==> src/rtl/kernel_frame_sequencer_if.sv <==
// Fetch and result-buffer bus between kernel_frame_sequencer and the pipeline.
// master: the sequencer (drives requests and writes).
// slave: the window fetch unit and the result buffer.
interface kernel_frame_sequencer_if #(
    parameter int unsigned ADDR_W = 17,
    parameter int unsigned DATA_W = 17
);
    logic [ADDR_W-1:0] fetch_pixel;
    logic              fetch_req;
    logic              fetch_ready;
    logic [DATA_W-1:0] kernel_result;
    logic [ADDR_W-1:0] wr_addr;
    logic [7:0]        wr_data;
    logic              wr_en;
    logic              wr_ready;

    modport master (
        output fetch_pixel,
        output fetch_req,
        input  fetch_ready,
        input  kernel_result,
        output wr_addr,
        output wr_data,
        output wr_en,
        input  wr_ready
    );

    modport slave (
        input  fetch_pixel,
        input  fetch_req,
        output fetch_ready,
        output kernel_result,
        input  wr_addr,
        input  wr_data,
        input  wr_en,
        output wr_ready
    );
endinterface

==> src/rtl/kernel_frame_sequencer.sv <==
// Frame-level controller for the 3x3 kernel pipeline.
// Raster-scans a WIDTH x HEIGHT frame, requests a window for every interior
// pixel, clamps the kernel result to 8 bits and writes it to the result buffer.
// Border pixels are written as 0.
// Optional build macro KSEQ_BORDER_SKIP_EN: border pixels take no write and
// are stepped over in one ISSUE cycle each.
module kernel_frame_sequencer #(
    parameter int unsigned WIDTH   = 256,
    parameter int unsigned HEIGHT  = 256,
    parameter int unsigned ADDR_W  = 17,
    parameter int unsigned DATA_W  = 17,
    parameter int unsigned TIMEOUT = 64
) (
    input  logic       clk,
    input  logic       rst,
    input  logic       start,
    input  logic       abort,
    input  logic [1:0] mode_in,
    output logic [1:0] mode,
    output logic       busy,
    output logic       done,
    output logic       aborted,
    output logic       timeout_err,
    kernel_frame_sequencer_if.master bus
);
    localparam int unsigned COL_W = $clog2(WIDTH);
    localparam int unsigned ROW_W = $clog2(HEIGHT);
    localparam int unsigned CNT_W = $clog2(TIMEOUT + 1);
    localparam logic [COL_W-1:0] COL_LAST = COL_W'(WIDTH - 1);
    localparam logic [ROW_W-1:0] ROW_LAST = ROW_W'(HEIGHT - 1);
    localparam logic [CNT_W-1:0] CNT_LAST = CNT_W'(TIMEOUT - 1);

    typedef enum logic [2:0] {
        S_IDLE,
        S_ISSUE,
        S_WAIT,
        S_WRITE,
        S_DONE
    } state_t;

    state_t            state;
    state_t            state_nxt;
    logic [ROW_W-1:0]  row;
    logic [COL_W-1:0]  col;
    logic [ADDR_W-1:0] pix;
    logic [CNT_W-1:0]  wait_cnt;
    logic [ADDR_W-1:0] wr_addr_q;
    logic [7:0]        wr_data_q;
    logic [7:0]        clamped;

    logic abort_take;
    logic interior;
    logic last_pix;
    logic accept;
    logic advance;
    logic load_write;
    logic captured;
    logic timed_out;

    assign interior   = (row != '0) && (row != ROW_LAST) && (col != '0) && (col != COL_LAST);
    assign last_pix   = (row == ROW_LAST) && (col == COL_LAST);
    assign abort_take = abort && (state != S_IDLE);
    assign busy       = (state != S_IDLE);

    assign bus.fetch_pixel = pix;
    assign bus.wr_addr     = wr_addr_q;
    assign bus.wr_data     = wr_data_q;

    // Saturate the signed kernel result into 0..255.
    always_comb begin
        clamped = bus.kernel_result[7:0];
        if (bus.kernel_result[DATA_W-1]) begin
            clamped = '0;
        end else if (bus.kernel_result[DATA_W-2:0] > (DATA_W-1)'(255)) begin
            clamped = '1;
        end
    end

    // State register.
    always_ff @(posedge clk) begin
        if (rst) begin
            state <= S_IDLE;
        end else begin
            state <= state_nxt;
        end
    end

    // Next state, strobes and datapath enables; abort overrides everything.
    always_comb begin
        state_nxt     = state;
        bus.fetch_req = 1'b0;
        bus.wr_en     = 1'b0;
        done          = 1'b0;
        accept        = 1'b0;
        advance       = 1'b0;
        load_write    = 1'b0;
        captured      = 1'b0;
        timed_out     = 1'b0;
        unique case (state)
            S_IDLE: begin
                if (start) begin
                    accept    = 1'b1;
                    state_nxt = S_ISSUE;
                end
            end
            S_ISSUE: begin
                if (interior) begin
                    bus.fetch_req = 1'b1;
                    state_nxt     = S_WAIT;
                end else begin
`ifdef KSEQ_BORDER_SKIP_EN
                    advance   = 1'b1;
                    state_nxt = last_pix ? S_DONE : S_ISSUE;
`else
                    load_write = 1'b1;
                    state_nxt  = S_WRITE;
`endif
                end
            end
            S_WAIT: begin
                if (bus.fetch_ready) begin
                    load_write = 1'b1;
                    captured   = 1'b1;
                    state_nxt  = S_WRITE;
                end else if (wait_cnt == CNT_LAST) begin
                    load_write = 1'b1;
                    timed_out  = 1'b1;
                    state_nxt  = S_WRITE;
                end
            end
            S_WRITE: begin
                bus.wr_en = 1'b1;
                if (bus.wr_ready) begin
                    advance   = 1'b1;
                    state_nxt = last_pix ? S_DONE : S_ISSUE;
                end
            end
            S_DONE: begin
                done      = 1'b1;
                state_nxt = S_IDLE;
            end
            default: begin
                state_nxt = S_IDLE;
            end
        endcase
        // Strobes are gated in the abort cycle so nothing is issued or written.
        if (abort_take) begin
            state_nxt     = S_IDLE;
            bus.fetch_req = 1'b0;
            bus.wr_en     = 1'b0;
            done          = 1'b0;
            advance       = 1'b0;
            load_write    = 1'b0;
            captured      = 1'b0;
            timed_out     = 1'b0;
        end
    end

    // Raster position: cleared at frame start, stepped after each pixel,
    // and wrapped back to the origin after the last pixel.
    always_ff @(posedge clk) begin
        if (rst) begin
            row <= '0;
            col <= '0;
            pix <= '0;
        end else if (accept) begin
            row <= '0;
            col <= '0;
            pix <= '0;
        end else if (advance) begin
            if (last_pix) begin
                row <= '0;
                col <= '0;
                pix <= '0;
            end else if (col == COL_LAST) begin
                col <= '0;
                row <= row + 1'b1;
                pix <= pix + 1'b1;
            end else begin
                col <= col + 1'b1;
                pix <= pix + 1'b1;
            end
        end
    end

    // WAIT cycle counter, restarted on every ISSUE.
    always_ff @(posedge clk) begin
        if (rst) begin
            wait_cnt <= '0;
        end else if (state == S_ISSUE) begin
            wait_cnt <= '0;
        end else if (state == S_WAIT) begin
            wait_cnt <= wait_cnt + 1'b1;
        end
    end

    // Write payload, frame mode and status flags.
    always_ff @(posedge clk) begin
        if (rst) begin
            wr_addr_q   <= '0;
            wr_data_q   <= '0;
            mode        <= 2'b00;
            timeout_err <= 1'b0;
            aborted     <= 1'b0;
        end else begin
            aborted <= abort_take;
            if (accept) begin
                mode        <= mode_in;
                timeout_err <= 1'b0;
            end
            if (load_write) begin
                wr_addr_q <= pix;
                wr_data_q <= captured ? clamped : '0;
            end
            if (timed_out) begin
                timeout_err <= 1'b1;
            end
        end
    end
endmodule

==> src/flat_wrapper.sv <==
// flat-port wrapper written by rule: the top's interface ports become plain ports
module kernel_frame_sequencer_flat 
#(
    parameter int unsigned WIDTH   = 256,
    parameter int unsigned HEIGHT  = 256,
    parameter int unsigned ADDR_W  = 17,
    parameter int unsigned DATA_W  = 17,
    parameter int unsigned TIMEOUT = 64
)
  (clk, rst, start, abort, mode_in, mode, busy, done, aborted, timeout_err, bus_fetch_pixel, bus_fetch_req, bus_fetch_ready, bus_kernel_result, bus_wr_addr, bus_wr_data, bus_wr_en, bus_wr_ready);
  kernel_frame_sequencer_if #(.ADDR_W(ADDR_W), .DATA_W(DATA_W)) bus_i ();
  input  logic clk;
  input  logic rst;
  input  logic start;
  input  logic abort;
  input  logic [1:0] mode_in;
  output logic [1:0] mode;
  output logic busy;
  output logic done;
  output logic aborted;
  output logic timeout_err;
  output wire logic [$bits(bus_i.fetch_pixel)-1:0] bus_fetch_pixel;
  output wire logic [$bits(bus_i.fetch_req)-1:0] bus_fetch_req;
  input wire logic [$bits(bus_i.fetch_ready)-1:0] bus_fetch_ready;
  input wire logic [$bits(bus_i.kernel_result)-1:0] bus_kernel_result;
  output wire logic [$bits(bus_i.wr_addr)-1:0] bus_wr_addr;
  output wire logic [$bits(bus_i.wr_data)-1:0] bus_wr_data;
  output wire logic [$bits(bus_i.wr_en)-1:0] bus_wr_en;
  input wire logic [$bits(bus_i.wr_ready)-1:0] bus_wr_ready;
  assign bus_fetch_pixel = bus_i.fetch_pixel;
  assign bus_fetch_req = bus_i.fetch_req;
  assign bus_i.fetch_ready = bus_fetch_ready;
  assign bus_i.kernel_result = bus_kernel_result;
  assign bus_wr_addr = bus_i.wr_addr;
  assign bus_wr_data = bus_i.wr_data;
  assign bus_wr_en = bus_i.wr_en;
  assign bus_i.wr_ready = bus_wr_ready;
  kernel_frame_sequencer #(.WIDTH(WIDTH), .HEIGHT(HEIGHT), .ADDR_W(ADDR_W), .DATA_W(DATA_W), .TIMEOUT(TIMEOUT)) u_core (.clk(clk), .rst(rst), .start(start), .abort(abort), .mode_in(mode_in), .mode(mode), .busy(busy), .done(done), .aborted(aborted), .timeout_err(timeout_err), .bus(bus_i));
endmodule
==> config.mk <==
export PLATFORM = sky130hd
export DESIGN_NAME = kernel_frame_sequencer_flat
export DESIGN_NICKNAME = d
export VERILOG_FILES = /design/src/rtl/kernel_frame_sequencer_if.sv /design/src/rtl/kernel_frame_sequencer.sv /design/src/flat_wrapper.sv
export SDC_FILE = /design/constraint.sdc
export NUM_CORES = 1
export LEC_CHECK = 0
export CAP_MARGIN = 0
export CELL_PAD_IN_SITES_DETAIL_PLACEMENT = 1
export CELL_PAD_IN_SITES_GLOBAL_PLACEMENT = 1
export CORE_MARGIN = 1
export CORE_UTILIZATION = 35
export CTS_BUF_LIST = sky130_fd_sc_hd__clkbuf_4 sky130_fd_sc_hd__clkbuf_8
export CTS_CLUSTER_DIAMETER = 60
export DETAILED_ROUTE_END_ITERATION = 7
export GPL_TIMING_DRIVEN = 0
export PLACE_DENSITY = 0.82
export SLEW_MARGIN = 20
export SYNTH_ARGS = -nofsm -noshare
export SYNTH_HDL_FRONTEND = slang
export SYNTH_SLANG_ARGS = --single-unit
==> constraint.sdc <==
create_clock -name clk -period 1.8 [get_ports clk]
set_input_delay 0.18 -clock clk [delete_from_list [all_inputs] [get_ports clk]]
set_output_delay 0.18 -clock clk [all_outputs]
set_load 0.02 [all_outputs]
==> results.py <==
metrics = {
    "run_status": {
        "status": "finished with violations",
        "violations": "setup timing",
    },
    "synthesis": {
        "ys_seq_elements": 72,
        "syn-num-nets": 404,
        "yosysWarnings": 0,
        "syn_avg_cell_area_um2": 8.85,
        "synth_area_leaders": "dfxtp_1 (44%), nor2_1 (6.9%), nand2b_1 (6.4%)",
        "synthFlopType": "dfxtp_1",
        "netlist-cell-type-count": 42,
        "synth_cells": 373,
        "syn_area_um2": 3300,
        "async_flop_share_pct": 0,
        "synth_seq_area_share_pct": 43.7,
        "synth_top_area_share_pct": 43.7,
        "synth-edff-count": 0,
        "synth_top_area_cell": "dfxtp_1",
    },
    "placement": {
        "dp.cells": 558,
        "place_hpwl_mm": 6.45,
        "port_buffers": 74,
        "place.gp.congestion": 0.855,
        "pre_cts_ws_ns": -0.656,
    },
    "setup_path": {
        "r2r_cells": 9,
        "worstSetupPathDepth": 9,
        "reg2reg_from": "u_core.row[1]$_SDFFE_PP0P_",
        "worst_path_dominant_cell_family": "simple AND/OR/NAND/NOR gates",
        "startpoint_type": "flop",
        "r2r_end": "u_core.bus.wr_addr[5]$_SDFFE_PP0P_",
        "cp_slowest_cell": "dfxtp_4",
        "critical_path.cell_chain": "buf_12 > ha_4 > and4_1 > and4_4 > nor3_1 > o32a_2 > buf_6 > buf_8 > mux2i_1",
        "max_stage_delay_ns": 0.37,
        "required_ns": 2.09,
        "crit_arrival_ns": 2.57,
        "crit_type": "reg2reg",
        "crit_buf_inv": 3,
        "critPathMaxFanout": 10,
        "cp-end-kind": "flop",
        "r2r_setup_slack_ns": -0.49,
    },
    "worst_hold_path": {
        "holdPathEnd": "u_core.bus.wr_data[0]$_SDFFE_PP0P_",
        "min-delay-start": "bus_kernel_result[0]",
        "hold_path_class": "in2reg",
        "holdPathStages": 3,
    },
    "clocking": {
        "cts_buffers": 9,
        "cts.path.max_buffers": 2,
        "h-tree-depth": 3,
        "cts_root_buf": "clkbuf_8",
        "ctsHoldBuffers": 0,
        "insertion_delay_ns": 0.36,
        "clk_pin_slew_ns": 0.08,
        "cts_sinks": 72,
        "cts_tree": "yes",
    },
    "final_layout": {
        "finalNetCount": 499,
        "area_delta_synth_final_pct": 42.3,
        "n_antenna_cell": 0,
        "instances_no_fill": 584,
        "fillers": 1062,
        "drive_above_1_share_pct": 18.4,
    },
    "floorplan": {
        "die_w_um": 99.1,
        "core_area_um2": 9200,
        "boundaryPins": 75,
        "fp.dieH_um": 99.1,
        "die-area_um2": 9820,
        "initial_core_util_pct": 35.9,
        "rows": 35,
    },
    "grt": {
        "grt_max_degree": 14,
        "antenna_found_initial": 0,
        "grt-ovfl-total": 0,
        "grt_use_total_pct": 19.8,
        "grt_pass1_vias": 3115,
        "grt_pass1_wl_mm": 15.2,
    },
    "sta": {
        "period_needed_ns": 2.29,
        "rsz0062_at_grt": "true",
        "setup_viol": 51,
        "tightest_slew_ns": 0.706,
        "fmax_mhz": 437,
        "hold-worst-slack_ns": 0.431,
        "hold_violations": 0,
        "period_share_pct": 127,
        "setup_ws_ns": -0.486,
        "maxSlewViolCount": 0,
        "finClkSkew_ns": 0.0118,
        "maxSlewHeadroom_pct": 52.9,
    },
    "route": {
        "postRouteWirelength_mm": 9.96,
        "drc_errors": 0,
        "wl_per_cell_um": 17.1,
        "first_pass_iters": 4,
        "via_count": 3061,
        "viasPerCell": 5.24,
        "postRouteAntennaNets": 0,
        "drtIter0Drc": 65,
    },
    "pwr": {
        "ir_drop_mv": 0.295,
        "p_leak_nw": 1.76,
        "p_per_area_nw_per_um2": 679,
    },
    "run": {
        "drv.max_cap_violation_count": 0,
    },
}
[sequential cells by signal (all words and copies together), names as in the netlist]
register / flops
u_core.col: 8
u_core.wait_cnt: 7
u_core.row: 8
u_core.state: 3
u_core.bus.wr_data: 8
u_core.bus.wr_addr: 17
u_core.aborted: 1
u_core.mode: 2
u_core.timeout_err: 1
u_core.bus.fetch_pixel: 17
[metrics by stage]
stage	setup TNS, ns	instance area (um2)	total power, mW	util [%]
global placement	-18.28	4190	1.98	45.6
global route	-15.11	4700	3.32	51.1
CTS	-7.87	4460	3.19	48.5
detailed placement	-15.92	4200	1.99	45.7
finish	-11.95	4700	3.19	51.1
floorplan	-2.12	3310	1.85	-
[power breakdown]
part | internal [mW] | switching [mW]
Sequential | 1.61 | 0.0113
Clock | 0.520 | 0.669
Combinational | 0.180 | 0.200
[how the worst max path moves through the flow]
stage,end,from,slack (ns)
floorplan,u_core.bus.wr_addr[10]$_SDFFE_PP0P_,u_core.col[0]$_SDFFE_PP0P_,-0.12
global placement,bus_fetch_req,u_core.row[0]$_SDFFE_PP0P_,-0.63
detailed placement,bus_fetch_req,u_core.row[0]$_SDFFE_PP0P_,-0.66
CTS,bus_fetch_req,u_core.col[0]$_SDFFE_PP0P_,-0.43
global route,u_core.bus.wr_addr[5]$_SDFFE_PP0P_,u_core.row[1]$_SDFFE_PP0P_,-0.56
finish,u_core.bus.wr_addr[5]$_SDFFE_PP0P_,u_core.row[1]$_SDFFE_PP0P_,-0.49
[cell usage after synthesis, drive strengths merged (3+ instances only)]
cell type,count
nand4,8
and3,7
nor3,7
ha,6
xnor2,8
nand2b,34
buf,5
nand2,27
clkbuf,13
inv,13
mux2i,19
and4,7
dfxtp,72
o32ai,9
nand3,11
o21ai,3
xor2,24
a21oi,7
and2,8
nor2,61
[worst reg2reg max path, stage by stage (launching register included)]
cell and delay (ns):
dfxtp_4 0.37, buf_12 0.13, ha_4 0.17, and4_1 0.22, and4_4 0.21, nor3_1 0.36, o32a_2 0.23, buf_6 0.16
buf_8 0.17, mux2i_1 0.20
[per-layer routing]
metal	routed length (um)	GRT usage [%]	part of all wire, %	vias up
met5	0	0	0	-
met4	209	9.28	2.1	0
met3	429	3.09	4.3	24
met2	5100	35.5	51	95
met1	4230	23.2	42	1488
li1	-	-	-	1454
[cell type report]
cell class	instances	area, um2	area share, %
well taps	111	139	2.96
multi-input cells	270	1900	40.6
clock buffers	10	131	2.80
clock inverters	6	45.0	0.959
flip-flops and latches	72	1450	30.9
repair buffers	87	861	18.3
plain buffers	15	114	2.42
inverters	13	48.8	1.04
[cells in the final DEF, fill, tap and decap left out, types with 2 or more instances in the layout]
cell              n
a21oi_1           7
a311oi_1          2
and2_1            5
and2_2            2
and3_1            6
and4_1            4
and4_4            2
buf_4            11
buf_6             6
buf_8             3
clkbuf_1          7
clkbuf_8          9
clkdlybuf4s50_1  70
clkinvlp_4        3
dfxtp_1          67
dfxtp_2           3
dfxtp_4           2
ha_1              4
inv_1            13
mux2i_1          19
nand2_1          25
nand2b_1         34
nand3_1          11
nand4_1           8
nand4b_1          2
nor2_1           42
nor2_2           12
nor2_4            7
nor3_1            4
nor3_2            3
nor3b_1           2
nor4_1            2
nor4b_1           2
o21ai_0           2
o32ai_1           8
or2_2             2
xnor2_1           8
xor2_1           23
[cells by family (layout without fill, tap and decap cells)]
logic type               Yosys count  in the layout  share of synthesized area, %
flip-flops                        72             72                          43.7
AO/OA/AOI/OAI                     26             26                          6.03
buffers and inverters             31            131                          4.21
XOR/XNOR                          32             32                          8.49
AND/OR/NAND/NOR                  187            187                          29.6
multiplexers                      19             19                          5.76
adder cells (fa/ha/maj)            6              6                          2.27
[repair_timing]
action	4_1_cts	5_1_grt
buffers inserted	3	8
endpoints found under the setup margin	63	63
cloned	2	0
hold endpoints to repair	0	0
resized for setup	27	54
pin swaps	2	8
Power figures use the tool's default switching activity.
